$ cat src/rtl/r_register.sv
// Router datapath register: latches the header, stages payload bytes onto dout,
// parks the byte that meets a full FIFO, and tracks packet parity and error status.
module r_register (
  input  logic       clk,
  input  logic       resetn,
  input  logic       pkt_valid,
  input  logic [7:0] data_in,
  input  logic       fifo_full,
  input  logic       detect_add,
  input  logic       lfd_state,
  input  logic       ld_state,
  input  logic       laf_state,
  input  logic       full_state,
  input  logic       rst_int_reg,
  output logic [7:0] dout,
  output logic       parity_done,
  output logic       low_packet_valid,
  output logic       err
);

  logic [7:0] dout_d, dout_q;
  logic [7:0] header_reg_d, header_reg_q;
  logic [7:0] hold_reg_d, hold_reg_q;
  logic [7:0] int_parity_d, int_parity_q;
  logic [7:0] pkt_parity_d, pkt_parity_q;
  logic       parity_done_d, parity_done_q;
  logic       low_pkt_valid_d, low_pkt_valid_q;
  logic       err_d, err_q;
  logic       header_ok;
  logic       unused_full_state;

  // Nothing accumulates or moves while the FIFO is stalled, so full_state has no work here.
  assign unused_full_state = full_state;

  assign header_ok = detect_add && pkt_valid && (data_in[1:0] != 2'b11);

  always_comb begin
    header_reg_d = header_reg_q;
    if (header_ok) header_reg_d = data_in;
  end

  always_comb begin
    dout_d     = dout_q;
    hold_reg_d = hold_reg_q;
    if (lfd_state)                   dout_d     = header_reg_q;
    else if (ld_state && !fifo_full) dout_d     = data_in;
    else if (ld_state && fifo_full)  hold_reg_d = data_in;
    else if (laf_state)              dout_d     = hold_reg_q;
  end

  // The parity byte itself is captured separately and never folded into int_parity.
  always_comb begin
    int_parity_d = int_parity_q;
    pkt_parity_d = pkt_parity_q;
    if (header_ok)                   int_parity_d = 8'h00;
    else if (lfd_state)              int_parity_d = int_parity_q ^ header_reg_q;
    else if (ld_state && pkt_valid)  int_parity_d = int_parity_q ^ data_in;
    if (ld_state && !pkt_valid && !low_pkt_valid_q) pkt_parity_d = data_in;
  end

  always_comb begin
    low_pkt_valid_d = low_pkt_valid_q;
    if (rst_int_reg || detect_add)   low_pkt_valid_d = 1'b0;
    else if (ld_state && !pkt_valid) low_pkt_valid_d = 1'b1;
  end

  always_comb begin
    parity_done_d = parity_done_q;
    if (detect_add)
      parity_done_d = 1'b0;
    else if (ld_state && !pkt_valid && !fifo_full)
      parity_done_d = 1'b1;
    else if (laf_state && low_pkt_valid_q && !parity_done_q)
      parity_done_d = 1'b1;
  end

  always_comb begin
    err_d = err_q;
    if (detect_add)         err_d = 1'b0;
    else if (parity_done_q) err_d = (int_parity_q != pkt_parity_q);
  end

  always_ff @(posedge clk or negedge resetn) begin
    if (!resetn) begin
      dout_q          <= 8'h00;
      header_reg_q    <= 8'h00;
      hold_reg_q      <= 8'h00;
      int_parity_q    <= 8'h00;
      pkt_parity_q    <= 8'h00;
      parity_done_q   <= 1'b0;
      low_pkt_valid_q <= 1'b0;
      err_q           <= 1'b0;
    end else begin
      dout_q          <= dout_d;
      header_reg_q    <= header_reg_d;
      hold_reg_q      <= hold_reg_d;
      int_parity_q    <= int_parity_d;
      pkt_parity_q    <= pkt_parity_d;
      parity_done_q   <= parity_done_d;
      low_pkt_valid_q <= low_pkt_valid_d;
      err_q           <= err_d;
    end
  end

  assign dout             = dout_q;
  assign parity_done      = parity_done_q;
  assign low_packet_valid = low_pkt_valid_q;
  assign err              = err_q;

endmodule

$ cat config.mk
export PLATFORM = sky130hd
export DESIGN_NAME = r_register
export DESIGN_NICKNAME = d
export VERILOG_FILES = /design/src/rtl/r_register.sv
export SDC_FILE = /design/constraint.sdc
export NUM_CORES = 1
export LEC_CHECK = 0
export CORE_ASPECT_RATIO = 1.75
export CORE_MARGIN = 2
export CORE_UTILIZATION = 44
export DETAILED_ROUTE_END_ITERATION = 16
export PLACE_DENSITY_LB_ADDON = 0.25
export SYNTH_ARGS = -nofsm -noshare
export SYNTH_HDL_FRONTEND = slang
export SYNTH_SLANG_ARGS = --single-unit
$ cat constraint.sdc
create_clock -name clk -period 2.38 [get_ports clk]
set_clock_uncertainty 0.2 [all_clocks]
set_input_delay 0.476 -clock clk [delete_from_list [all_inputs] [get_ports clk]]
set_output_delay 0.476 -clock clk [all_outputs]
set_load 0.02 [all_outputs]
After elaboration in Yosys (flattened, before gate mapping)
Index checks and enable logic that the tools add are counted.
Widths: inputs -> output; s select.
- flip-flop bits (word level): 43
- input port bits: 18
- eq/ne operators: 3
- multiplexer cells: 14
- bitwise operators: 4
- reduce and logical (&&, ||, !) cells: 22
- operator list (operator ; count):
    $mux 8 ; 7
    $xor 8x8->8 ; 2
    $logic_and 1x1->1 ; 10
    $reduce_bool 3->1 ; 3
    $ne 8x8->1 ; 1
    $mux 1 ; 7
    $logic_not 1->1 ; 4
    $reduce_bool 2->1 ; 2
    $ne 3x3->1 const B ; 1
    $reduce_and 3->1 ; 1
    $ne 2x2->1 const B ; 1
    $not 1->1 ; 2
    $reduce_and 2->1 ; 1
    $logic_or 1x1->1 ; 1

Longest topological paths before layout
Gate-level depths: netlist of run 1.
- depth in word-level cells: 5
- mapped depth: 6
- mapped depth without buffers: 4

Least setup slack after synthesis of run 1
OpenSTA, ideal clock, no wires.
- path type: input to register
- start: input port ld_state
- end: register dout_q[0] (netlist: dout[0])
- setup time: 125 ps
- arrival: 1487 ps
- data required time: 2055 ps
- slack: 568 ps
- stages on the path: 5
- buffers on the path: 2
- path through: buf_6 nor2b_4 buf_6 nor3_4 mux2_2
- cells in the longest elaborated chain, start to end: 3
- elaborated cells on any way between the ends: 7
- ends and longest elaborated chain (what ; RTL line ; source):
    start, declared ; 11 ; input logic ld_state,
    $logic_and 1x1->1, on equally long branches ; 46, 47 ;
    $ne 3x3->1 (no line) (tied with other cells) ; - ;
    $reduce_and 2->1 (no line) or $mux 8 (tied branches) ; - ;
    end signal, assigned ; 94 ; dout_q <= dout_d;
    end, declared ; 21 ; logic [7:0] dout_d, dout_q;
Several ways; a longest one is shown, not always the timed one.
A chain may end at the register's enable or synchronous reset.

Worst setup path after layout of run 1
- start: input port ld_state
- end: register dout_q[4] (netlist: dout[4])
Same word-level chain as after synthesis.

==> impl_metrics.toml, run 1 <==
[outcome]
status = "completed"

[global_routing]
grt_pass1_vias = 1640
grt.overflow.total = 0
grt.total_usage_pct = 18.95
grt_start_max_net_pins = 44
grt_first_pass_wirelength_um = 7707
antenna_found_initial = 0

[setup_path]
start_kind = "input port"
slowest_stage = "clkdlybuf4s50_1"
critPathKind = "input port to flip-flop"
cp_num_buf_inv = 2
cp-end-kind = "flip-flop"
path_max_fanout = 7
arrival_ns = 2.01
crit_chain = "clkdlybuf4s50_1 > nor2b_4 > nor3_4 > buf_4 > a221o_1"
ff2ff_path_depth = 3
worstPathRequired_ns = 2.36
worst-path-stages = 5
max_stage_delay_ns = 0.54
cp_top_family = "buffers and inverters"

[placed_design]
gp_congestion = 0.7867
dp_hpwl_um = 3194
numPortBuffers = 27

[finish]
final_cell_mix = "43 x dfrtp_1, 26 x clkdlybuf4s50_1, 25 x mux2_2"
final_layout_size_suffix_gt1_share_pct = 24.30
syn2layout_area_growth_pct = 24.30
fin_nets = 231
diodes = 0
layout_commonest_cell = "dfrtp_1"

[sta]
setup_viol_count_final = 0
finalSetupTns_ns = 0
relSlewSlack_pct = 64.11
tightest_slew_ns = 0.5383
hold_violations = 0
fin_crit_sh_pct = 85.04
min_period_ns = 2.024
max_freq_ghz = 0.4941
rsz0062_at_grt = "no"
drv_slew = 0

[clock_network]
cts_resized = 0
cts.path.max_buffers = 2
cts-root-buf = "clkbuf_8"
clk_pin_slew_worst_paths_ns = 0.08
cts_setup_buffers = 0
clk_latency_ns = 0.29
cts_buffers = 5
cts_hold_buf = 0
cts_tree = "done"
h-tree-depth = 2
cts_sinks = 43

[floorplanning]
die_x_um = 55.59
design.die.area_mm2 = 0.005241
initial_core_util_pct = 46.11
die_height_um = 94.29
rows = 32
io_pins = 29
fp.coreArea_mm2 = 0.004444

[routing]
drc = 0
via_per_inst = 5.555
drtIter0Drc = 37
vias = 1472
drtPass1Iterations = 4
wl_per_cell_um = 16.71
drt_wl_total_um = 4429
postRouteAntennaNets = 0

[logic_synthesis]
yosysTopAreaCell = "dfrtp_1"
yosys_register_bits = 43
synthDistinctLibCells = 31
synth.area.top_cells = "dfrtp_1 53%, mux2_2 14%, mux2i_1 5.9%"
syn_area_mm2 = 0.002049
synth_top_area_share_pct = 52.50
avgSynthCellArea_um2 = 11.99
syn_nets = 189
syn_inst = 171
yosysSeqAreaShare_pct = 52.50
synth_warnings = 0

[power]
powerDensity_mw_per_mm2 = 738.0
vdd_drop_max_uv = 572.2
power_mw = 1.880
p_leak_nw = 1.081

[worst_hold_path]
min_path_type = "input port to async pin"

[run]
drv_cap = 0
==> cell type report <==
cell class | count | area (um2)
clock buffer | 7 | 76.32
clock inverter | 1 | 5.005
sequential | 43 | 1076
timing repair buffer | 42 | 402.9
tap | 51 | 63.81
inverter | 1 | 3.754
multi-input combinational | 120 | 919.6
fill | 390 | 1897
==> cells by family after synthesis <==
kind of cell / after synthesis / share of synthesized area (%)
buffers and inverters: 8 / 2.625
and+or+nand+nor: 40 / 10.62
xor gates and xnor gates: 8 / 3.419
DFF: 43 / 52.50
AOI/OAI and AO/OA: 35 / 11.23
muxes: 37 / 19.60
==> final timing paths <==
kind                       slack, ns        startpoint         endpoint
min in group clk                0.31           dout[2]          dout[2]
setup / recovery                0.36          ld_state          dout[4]
hold / removal                  0.04            resetn  int_parity_q[3]
max in group asynchronous       1.56            resetn    hold_reg_q[2]
setup reg to reg                0.99  low_packet_valid  pkt_parity_q[0]
hold reg to reg                 0.31           dout[2]          dout[2]
==> flip-flops by register name (all words and copies together) (netlist names) <==
| name | cells |
|---|---|
| header_reg_q | 8 |
| err | 1 |
| pkt_parity_q | 8 |
| int_parity_q | 8 |
| parity_done | 1 |
| low_packet_valid | 1 |
| dout | 8 |
| hold_reg_q | 8 |
==> layer usage <==
metal | wire, um | part of all wire (%) | vias up | global-route usage (%)
met4 | 94 | 2.1 | 0 | 7.317
met5 | 0 | 0 | - | 0
li1 | - | - | 703 | -
met2 | 2383 | 54 | 24 | 34.52
met3 | 125 | 2.8 | 8 | 3.719
met1 | 1826 | 41 | 737 | 21.44
==> per-stage QoR <==
stage | hold slack, ns | util [%] | instances | setup WS [ns] | cell area (um2)
finish | 0.03953 | 57.32 | 265 | 0.3560 | 2547
global route | 0.1034 | 57.32 | 265 | 0.2784 | 2547
CTS | 0.06550 | 57.32 | 265 | 0.3520 | 2547
detailed placement | 0.2932 | 55.49 | 257 | 0.04766 | 2466
global placement | 0.2870 | 55.49 | 257 | 0.06745 | 2466
floorplan | -0.01959 | - | 171 | 0.5679 | 2049
==> report_power, final <==
| part | switching [mW] | total, mW | internal (mW) |
|---|---|---|---|
| clock network | 0.234 | 0.439 | 0.206 |
| registers | 0.0934 | 0.962 | 0.869 |
| logic | 0.215 | 0.479 | 0.264 |
| total | 0.542 | 1.88 | 1.34 |
==> cells in the mapped netlist (all sizes together) <==
| cell | n |
|---|---|
| mux2i | 12 |
| o22a | 2 |
| o21bai | 1 |
| a211oi | 2 |
| xnor2 | 5 |
| buf | 7 |
| nor2b | 2 |
| dfrtp | 43 |
| nor4 | 1 |
| nand3b | 3 |
| nor3 | 2 |
| o21ai | 11 |
| nor2 | 11 |
| a21o | 1 |
| nand4 | 1 |
| mux2 | 25 |
| a21oi | 11 |
| or3 | 8 |
| a31oi | 2 |
| a221o | 5 |
| inv | 1 |
| nand2b | 1 |
| nand2 | 11 |
| xor2 | 3 |
No activity file was read; power rests on OpenSTA's default activity.
==> run 2: changes to the inputs <==
Settings changed: ABC_CLOCK_PERIOD_IN_PS set to 2380, CORE_UTILIZATION 44 to 39.
==> run 2 against run 1 <==
- the run now ends with design-rule violations left
- utilization decreased by 6.3 points
- setup slack improved by 0.013 ns
- routed wire length increased by 3.7%
- sequential power about the same
- clock power increased by 1%
- sequential share of layout area decreased by 0.19 points
- combinational power about the same
- first-iteration DRC count decreased by 46%
- highest routed layer unchanged
==> impl_metrics.toml, run 2 (synthesized netlist as in run 1, its figures left out) <==
[finish]
layout_commonest_cell = "dfrtp_1"
fin_nets = 230
final_layout_size_suffix_gt1_share_pct = 23.47
diodes = 0
final_util_pct = 50.97
final_cell_mix = "43 x dfrtp_1, 26 x clkdlybuf4s50_1, 25 x mux2_2"
syn2layout_area_growth_pct = 24.85

[routing]
wl_per_cell_um = 17.21
drc = 3
via_per_inst = 5.622
drtPass1Iterations = 10
vias = 1501
postRouteAntennaNets = 0
drtIter0Drc = 20
drt_wl_total_um = 4594

[global_routing]
grt.total_usage_pct = 17.29
grt.overflow.total = 0
grt_first_pass_wirelength_um = 7721
antenna_found_initial = 0
grt_start_max_net_pins = 27
grt_pass1_vias = 1578

[floorplanning]
die_x_um = 58.80
initial_core_util_pct = 40.83
rows = 34
fp.coreArea_mm2 = 0.005020
die_height_um = 99.90
design.die.area_mm2 = 0.005874
io_pins = 29

[setup_path]
start_kind = "input port"
path_max_fanout = 7
crit_chain = "clkdlybuf4s50_1 > nor2b_4 > nor3_4 > buf_4 > a221o_1"
critPathKind = "input port to flip-flop"
cp-end-kind = "flip-flop"
max_stage_delay_ns = 0.53
slowest_stage = "clkdlybuf4s50_1"
arrival_ns = 1.99
worstPathRequired_ns = 2.36

[clock_network]
cts_tree = "done"
clk_latency_ns = 0.29
cts_resized = 0
cts-root-buf = "clkbuf_8"
cts.path.max_buffers = 2
cts_sinks = 43
cts_buffers = 5
clk_pin_slew_worst_paths_ns = 0.08
h-tree-depth = 2

[sta]
relSlewSlack_pct = 67.05
hold-worst-slack_ns = 0.3126
rsz0062_at_grt = "no"
fin_crit_sh_pct = 84.49
hold_violations = 0
setup_viol_count_final = 0
min_period_ns = 2.011
tightest_slew_ns = 0.4942
drv_slew = 0
finalSetupTns_ns = 0
max_freq_ghz = 0.4973

[run]
drv_cap = 0

[worst_hold_path]
min_path_type = "flip-flop to flip-flop"

[power]
p_leak_nw = 1.081
vdd_drop_max_uv = 378.5
powerDensity_mw_per_mm2 = 737.1

[placed_design]
gp_congestion = 0.7508
dp_hpwl_um = 3368
numPortBuffers = 27

[outcome]
status = "finished with violations"
violations = "design-rule violations"
==> run 2: report_power, final <==
group          internal (mW)  switching, mW
combinational          0.264          0.212
sequential             0.869         0.0968
clock                  0.206          0.238
==> run 2: timing repair <==
item                      CTS  global route
hold endpoints to repair   20             0
hold buffers                1             0
buffers inserted            0             0
==> run 2: path summary, 6_finish.rpt <==
check | cells past startpoint | to | startpoint | slack (ns)
hold / removal | 1 | dout[1] | dout[1] | 0.31
hold reg to reg | 1 | dout[1] | dout[1] | 0.31
setup / recovery | 5 | dout[3] | ld_state | 0.37
min in group asynchronous | 2 | parity_done | resetn | 0.47
setup reg to reg | 3 | pkt_parity_q[2] | low_packet_valid | 1.00
max in group asynchronous | 3 | int_parity_q[4] | resetn | 1.01
==> run 2: layout make-up <==
cell class | instances | area (um2)
clock buffers | 7 | 76.32
clock inverters | 1 | 5.005
fillers | 462 | 2461
inverters | 1 | 3.754
multi-input cells | 120 | 919.6
flip-flops and latches | 43 | 1076
well taps | 54 | 67.56
repair buffers | 41 | 410.4
==> run 2: routing by layer <==
layer  wire length, um  GRT usage, %  vias up  share of wire (%)
met5                 0             0        -                  0
met3               134         2.835        9                2.9
met2              2498         29.66       26                 54
met1              1846         20.86      767                 40
li1                  -             -      699                  -
met4               114         7.343        0                2.5
==> run 2: per-stage QoR <==
step	instance area, um2	setup WS, ns	cells	power (mW)
floorplan	2049	0.5679	171	1.253
global placement	2467	0.05248	258	1.432
detailed placement	2467	0.03614	258	1.462
CTS	2559	0.3408	267	1.915
global route	2559	0.3095	267	2.005
finish	2559	0.3691	267	1.886
==> run 2: worst max-delay path, delay by kind of cell <==
kind            cells  cell delay (ns)
simple gates        2             0.49
buf+inv             2             0.70
compound gates      1             0.32
